==> src/rtl/seg7_mux_counter.sv <==
// seg7_mux_counter: prescaled multi-digit BCD counter with a time-multiplexed
// seven-segment display driver.
//
// Optional feature: define SEG7_MUX_DOWN_EN to honour the 'down' input
// (decrement with borrow). When the macro is undefined, the counter is up-only
// and no borrow logic is built.
//
// The display outputs are registered from next-state values, so after every
// edge digit_sel selects scan position k and segments shows the decode of
// digit k of the bcd_count visible in that same cycle.
module seg7_mux_counter #(
  parameter int unsigned MAX_COUNT     = 10_000_000,
  parameter int unsigned DIGITS        = 4,
  parameter int unsigned REFRESH_COUNT = 10_000
) (
  input  logic                  clk,
  input  logic                  reset,
  input  logic                  clear,
  input  logic                  pause,
  input  logic                  down,
  output logic [6:0]            segments,
  output logic [DIGITS-1:0]     digit_sel,
  output logic [4*DIGITS-1:0]   bcd_count,
  output logic                  tick,
  output logic                  wrap
);

  localparam int unsigned PW = $clog2(MAX_COUNT + 1);
  localparam int unsigned RW = $clog2(REFRESH_COUNT + 1);
  localparam int unsigned SW = (DIGITS > 1) ? $clog2(DIGITS) : 1;

  localparam logic [PW-1:0] P_MAX    = PW'(MAX_COUNT);
  localparam logic [RW-1:0] R_MAX    = RW'(REFRESH_COUNT);
  localparam logic [SW-1:0] S_LAST   = SW'(DIGITS - 1);
  localparam logic [6:0]    SEG_ZERO = 7'b0111111;

  logic [PW-1:0]          presc_q,   presc_d;
  logic [RW-1:0]          refresh_q, refresh_d;
  logic [SW-1:0]          scan_q,    scan_d;
  logic [4*DIGITS-1:0]    cnt_q,     cnt_d;
  logic                   tick_q,    tick_d;
  logic                   wrap_q,    wrap_d;
  logic [6:0]             seg_q,     seg_d;
  logic [DIGITS-1:0]      sel_q,     sel_d;

  logic                   step;
  logic [4*DIGITS-1:0]    inc_val;
  logic                   inc_wrap;
  logic [4*DIGITS-1:0]    step_val;
  logic                   step_wrap;
  logic [3:0]             cur_digit;

  // Seven-segment decode, bit order g..a.
  function automatic logic [6:0] seg_decode(input logic [3:0] v);
    logic [6:0] s;
    case (v)
      4'd0:    s = 7'b0111111;
      4'd1:    s = 7'b0000110;
      4'd2:    s = 7'b1011011;
      4'd3:    s = 7'b1001111;
      4'd4:    s = 7'b1100110;
      4'd5:    s = 7'b1101101;
      4'd6:    s = 7'b1111101;
      4'd7:    s = 7'b0000111;
      4'd8:    s = 7'b1111111;
      4'd9:    s = 7'b1101111;
      default: s = 7'b0000000;
    endcase
    return s;
  endfunction

  // A count step happens on the prescaler terminal edge unless paused or cleared.
  assign step = (presc_q == P_MAX) && !pause && !clear;

  // BCD increment with ripple carry; carry out of the top digit means wrap.
  always_comb begin
    logic carry;
    inc_val = cnt_q;
    carry   = 1'b1;
    for (int unsigned i = 0; i < DIGITS; i++) begin
      if (carry) begin
        if (cnt_q[4*i +: 4] >= 4'd9) begin
          inc_val[4*i +: 4] = 4'd0;
        end else begin
          inc_val[4*i +: 4] = cnt_q[4*i +: 4] + 4'd1;
          carry             = 1'b0;
        end
      end
    end
    inc_wrap = carry;
  end

`ifdef SEG7_MUX_DOWN_EN
  logic [4*DIGITS-1:0] dec_val;
  logic                dec_wrap;

  // BCD decrement with ripple borrow; borrow out of the top digit means wrap.
  always_comb begin
    logic borrow;
    dec_val = cnt_q;
    borrow  = 1'b1;
    for (int unsigned i = 0; i < DIGITS; i++) begin
      if (borrow) begin
        if (cnt_q[4*i +: 4] == 4'd0) begin
          dec_val[4*i +: 4] = 4'd9;
        end else if (cnt_q[4*i +: 4] > 4'd9) begin
          dec_val[4*i +: 4] = 4'd9;
          borrow            = 1'b0;
        end else begin
          dec_val[4*i +: 4] = cnt_q[4*i +: 4] - 4'd1;
          borrow            = 1'b0;
        end
      end
    end
    dec_wrap = borrow;
  end

  assign step_val  = down ? dec_val  : inc_val;
  assign step_wrap = down ? dec_wrap : inc_wrap;
`else
  logic unused_down;

  assign unused_down = down;
  assign step_val    = inc_val;
  assign step_wrap   = inc_wrap;
`endif

  // Next-state for prescaler, count, strobes, scan and display registers.
  always_comb begin
    presc_d   = presc_q;
    cnt_d     = cnt_q;
    tick_d    = 1'b0;
    wrap_d    = 1'b0;
    refresh_d = refresh_q;
    scan_d    = scan_q;
    sel_d     = '0;
    cur_digit = '0;

    if (clear) begin
      presc_d = '0;
      cnt_d   = '0;
    end else if (!pause) begin
      presc_d = (presc_q == P_MAX) ? '0 : presc_q + 1'b1;
      if (step) begin
        cnt_d  = step_val;
        tick_d = 1'b1;
        wrap_d = step_wrap;
      end
    end

    if (refresh_q == R_MAX) begin
      refresh_d = '0;
      scan_d    = (scan_q == S_LAST) ? '0 : scan_q + 1'b1;
    end else begin
      refresh_d = refresh_q + 1'b1;
    end

    for (int unsigned i = 0; i < DIGITS; i++) begin
      sel_d[i] = (scan_d == SW'(i));
      if (scan_d == SW'(i)) begin
        cur_digit = cnt_d[4*i +: 4];
      end
    end
    seg_d = seg_decode(cur_digit);
  end

  // State registers with synchronous reset.
  always_ff @(posedge clk) begin
    if (reset) begin
      presc_q   <= '0;
      refresh_q <= '0;
      scan_q    <= '0;
      cnt_q     <= '0;
      tick_q    <= 1'b0;
      wrap_q    <= 1'b0;
      seg_q     <= SEG_ZERO;
      sel_q     <= DIGITS'(1);
    end else begin
      presc_q   <= presc_d;
      refresh_q <= refresh_d;
      scan_q    <= scan_d;
      cnt_q     <= cnt_d;
      tick_q    <= tick_d;
      wrap_q    <= wrap_d;
      seg_q     <= seg_d;
      sel_q     <= sel_d;
    end
  end

  assign segments  = seg_q;
  assign digit_sel = sel_q;
  assign bcd_count = cnt_q;
  assign tick      = tick_q;
  assign wrap      = wrap_q;

endmodule

==> config.mk <==
export PLATFORM = sky130hd
export DESIGN_NAME = seg7_mux_counter
export DESIGN_NICKNAME = d
export VERILOG_FILES = /design/src/rtl/seg7_mux_counter.sv
export SDC_FILE = /design/constraint.sdc
export NUM_CORES = 1
export LEC_CHECK = 0
export ABC_AREA = 1
export BUFFER_PORTS_ARGS = -buffer_cell sky130_fd_sc_hd__buf_2
export CORE_MARGIN = 2
export CORE_UTILIZATION = 40
export DETAILED_ROUTE_END_ITERATION = 12
export GPL_TIMING_DRIVEN = 1
export SKIP_CTS_REPAIR_TIMING = 1
export SYNTH_ARGS = -nofsm -noshare
export SYNTH_HDL_FRONTEND = slang
export SYNTH_SLANG_ARGS = --single-unit
==> constraint.sdc <==
create_clock -name clk -period 6.8 [get_ports clk]
set_input_delay 0.34 -clock clk [delete_from_list [all_inputs] [get_ports clk]]
set_output_delay 0.34 -clock clk [all_outputs]
set_load 0.05 [all_outputs]
==> impl_metrics.csv <==
group,metric,value,unit
synthesis,synth_edf_count,0,
cts,cts_buffer_depth,2,
sta,fin_worst_skew,0.01925,ns
cts,cts_sinks,69,
cts,cts_tree,"built",
synthesis,synth_area,4178,sq um
route,wl,9930,um
final_layout,synthToLayoutAreaGrowth,12.25,%
placed_design,io_buffer_count,32,
critical_path,critPathArrivalTime,3.26,ns
synthesis,netlist.area_leader.share,33.06,%
global_route,antenna_found_initial,0,
floorplan,initial_utilization,40.83,%
job,maxCapViolCount,0,
floorplan,dieArea,11280,sq um
critical_path,crit_slowest_cell,"dfxtp_1",
synthesis,yosysSeqAreaShare,33.06,%
cts,cts_root_buffer,"clkbuf_8",
critical_path,crit_required,7.05,ns
sta,setup_violations,0,
synthesis,synth_common_cells,"nand2_1, nor2_1, inv_1",
final_layout,multi_input_area,2394,sq um
sta,setup_tns,0,ns
cts,htree_levels,3,
synthesis,synth_cell_type_count,37,
pwr,p_per_area,169.1,nW/um^2
synthesis,async_reset_ff_share,0,%
route,drt-initial-drc-count,188,
critical_path,cp_common_cell,"nand2_1",
sta,hold_slack,0.2513,ns
worst_hold_path,min_path_type,"primary input to register",
critical_path,crit_chain,"inv_1, ha_1, inv_1, nor2_1, nand2_1, nand2_1, nor2_4, o21ai_0, nand2_1, o211ai_1, nand2_1, nand3_1, nor2_1, inv_1, ha_1, or2_1, nand3_1, nand2_1",
sta,clock.fmax,332.6,MHz
floorplan,boundaryPins,34,
synthesis,synth_area_leaders,"dfxtp_1, nand2_1, nor2_1, ha_1, inv_1",
critical_path,cp_num_buf_inv,3,
cts,clkTransAtPathRegs,0.09,ns
route,firstDrtPassIters,4,
pwr,p_total,793.1,uW
synthesis,ys_warn_count,0,
critical_path,cp_max_fo,8,
global_route,grt_first_pass_wirelength,17170,um
synthesis,syn_nets,658,
route,wire_per_inst,12.29,um
global_route,grtUsageTotal,18.69,%
route,routed_via_density,4.962,
final_layout,drive_gt1_share,14.73,%
sta,final-max-slew-violation-count,0,
critical_path,path_class,"register to register",
final_layout,post-route-util,45.84,%
global_route,grt_max_degree,24,
sta,rsz0062_at_grt,"false",
floorplan,die_x,106.2,um
route,antenna_left,0,
floorplan,rows,37,
final_layout,regArea,1381,sq um
synthesis,synth_area_per_cell,6.631,sq um
critical_path,end_kind,"register",
placed_design,dp_hpwl,7612,um
synthesis,syn_inst,630,
sta,layout_min_cycle_time,3.007,ns
pwr,power.leakage,2.003,nW
global_route,overflow,0,
final_layout,fillerInstances,1051,
global_route,first_global_vias,3780,
final_layout,diodes,0,
sta,worst_pin_slew,0.7200,ns
synthesis,ys_seq_elements,69,
route,vias,4009,
synthesis,synth_most_common_cell,"nand2_1",
route,drc,0,
sta,timing.final.crit_share,44.22,%
pwr,peakVddDrop,107.7,uV
sta,hold_violations,0,
synthesis,yosys.area.top_type,"dfxtp_1",
critical_path,crit_path_start_kind,"register",
cts,worstSkewPairLatency,0.35,ns
outcome,status,"complete, no violations",
placed_design,place.gp.congestion,0.8875,
critical_path,slowest_delay,0.44,ns
sta,max_slew_margin,51.95,%
critical_path,critical_path.top_delay_family,"simple AND/OR/NAND/NOR gates",
floorplan,die_y,106.2,um
cts,cts_buffers,9,
floorplan,core,10230,sq um
synthesis,yosys_most_used_dff,"dfxtp_1",
final_layout,final_nets,695,
==> cells by family after synthesis <==
kind of cell	after synthesis	synth area share [%]
AND/OR/NAND/NOR	360	39.83
AO/OA/AOI/OAI	63	8.685
flip-flops	69	33.06
XOR/XNOR	9	1.887
adder cells (fa/ha/maj)	23	6.888
buffers and inverters	106	9.643
==> placed cells by master, fill, tap and decap left out, types with 16 or more instances in the layout <==
master	synthesis	layout
a21oi_1	29	29
nor3_1	17	17
nand2_1	150	150
nand3_1	44	44
ha_1	23	23
inv_2	20	20
o21ai_0	16	16
buf_2	3	32
nor2_1	92	92
dfxtp_1	69	69
nand4_1	16	16
inv_1	73	73
==> stage by stage <==
stage / setup WS (ns) / std cells / cell area, sq um
floorplan: 3.925 / 630 / 4178
global placement: 3.914 / 792 / 4482
detailed placement: 3.865 / 792 / 4482
CTS: 3.850 / 808 / 4690
global route: 3.524 / 808 / 4690
finish: 3.793 / 808 / 4690
==> per-layer routing <==
layer  vias to the layer above  wire length [um]  GRT usage [%]
li1                       2082                 -              -
met1                      1821              4930          26.04
met2                        90              4317          28.66
met3                        16               523          4.292
met4                         0               158          5.827
met5                         -                 0              0
==> flip-flops by register name (all words and copies together) (netlist names) <==
signal	count
segments	7
scan_q	2
bcd_count	16
presc_q	24
refresh_q	14
tick	1
digit_sel	4
wrap	1
==> path summary, 6_finish.rpt <==
kind	from	to	slack, ns	depth (start not counted)
max	bcd_count[1]	segments[4]	3.79	18
min	clear	bcd_count[15]	0.25	2
max reg2reg	bcd_count[1]	segments[4]	3.79	18
min reg2reg	refresh_q[0]	refresh_q[0]	0.47	1
==> where the power goes <==
group / leakage [nW] / internal, mW / switching (mW) / total [mW]
sequential: 0.557 / 0.406 / 0.00196 / 0.408
clock: 0.107 / 0.183 / 0.175 / 0.358
combinational: 1.34 / 0.00688 / 0.0204 / 0.0273
==> final cells by class <==
cell class                      instances  share of cell area [%]
Clock buffer                           10                   2.935
Clock inverter                          6                   1.494
Inverter                              100                   8.031
Multi-Input combinational cell        455                   51.04
Sequential cell                        69                   29.46
Tap cell                              136                   3.629
Timing Repair Buffer                   32                   3.415
No activity file was read; power rests on OpenSTA's default activity.
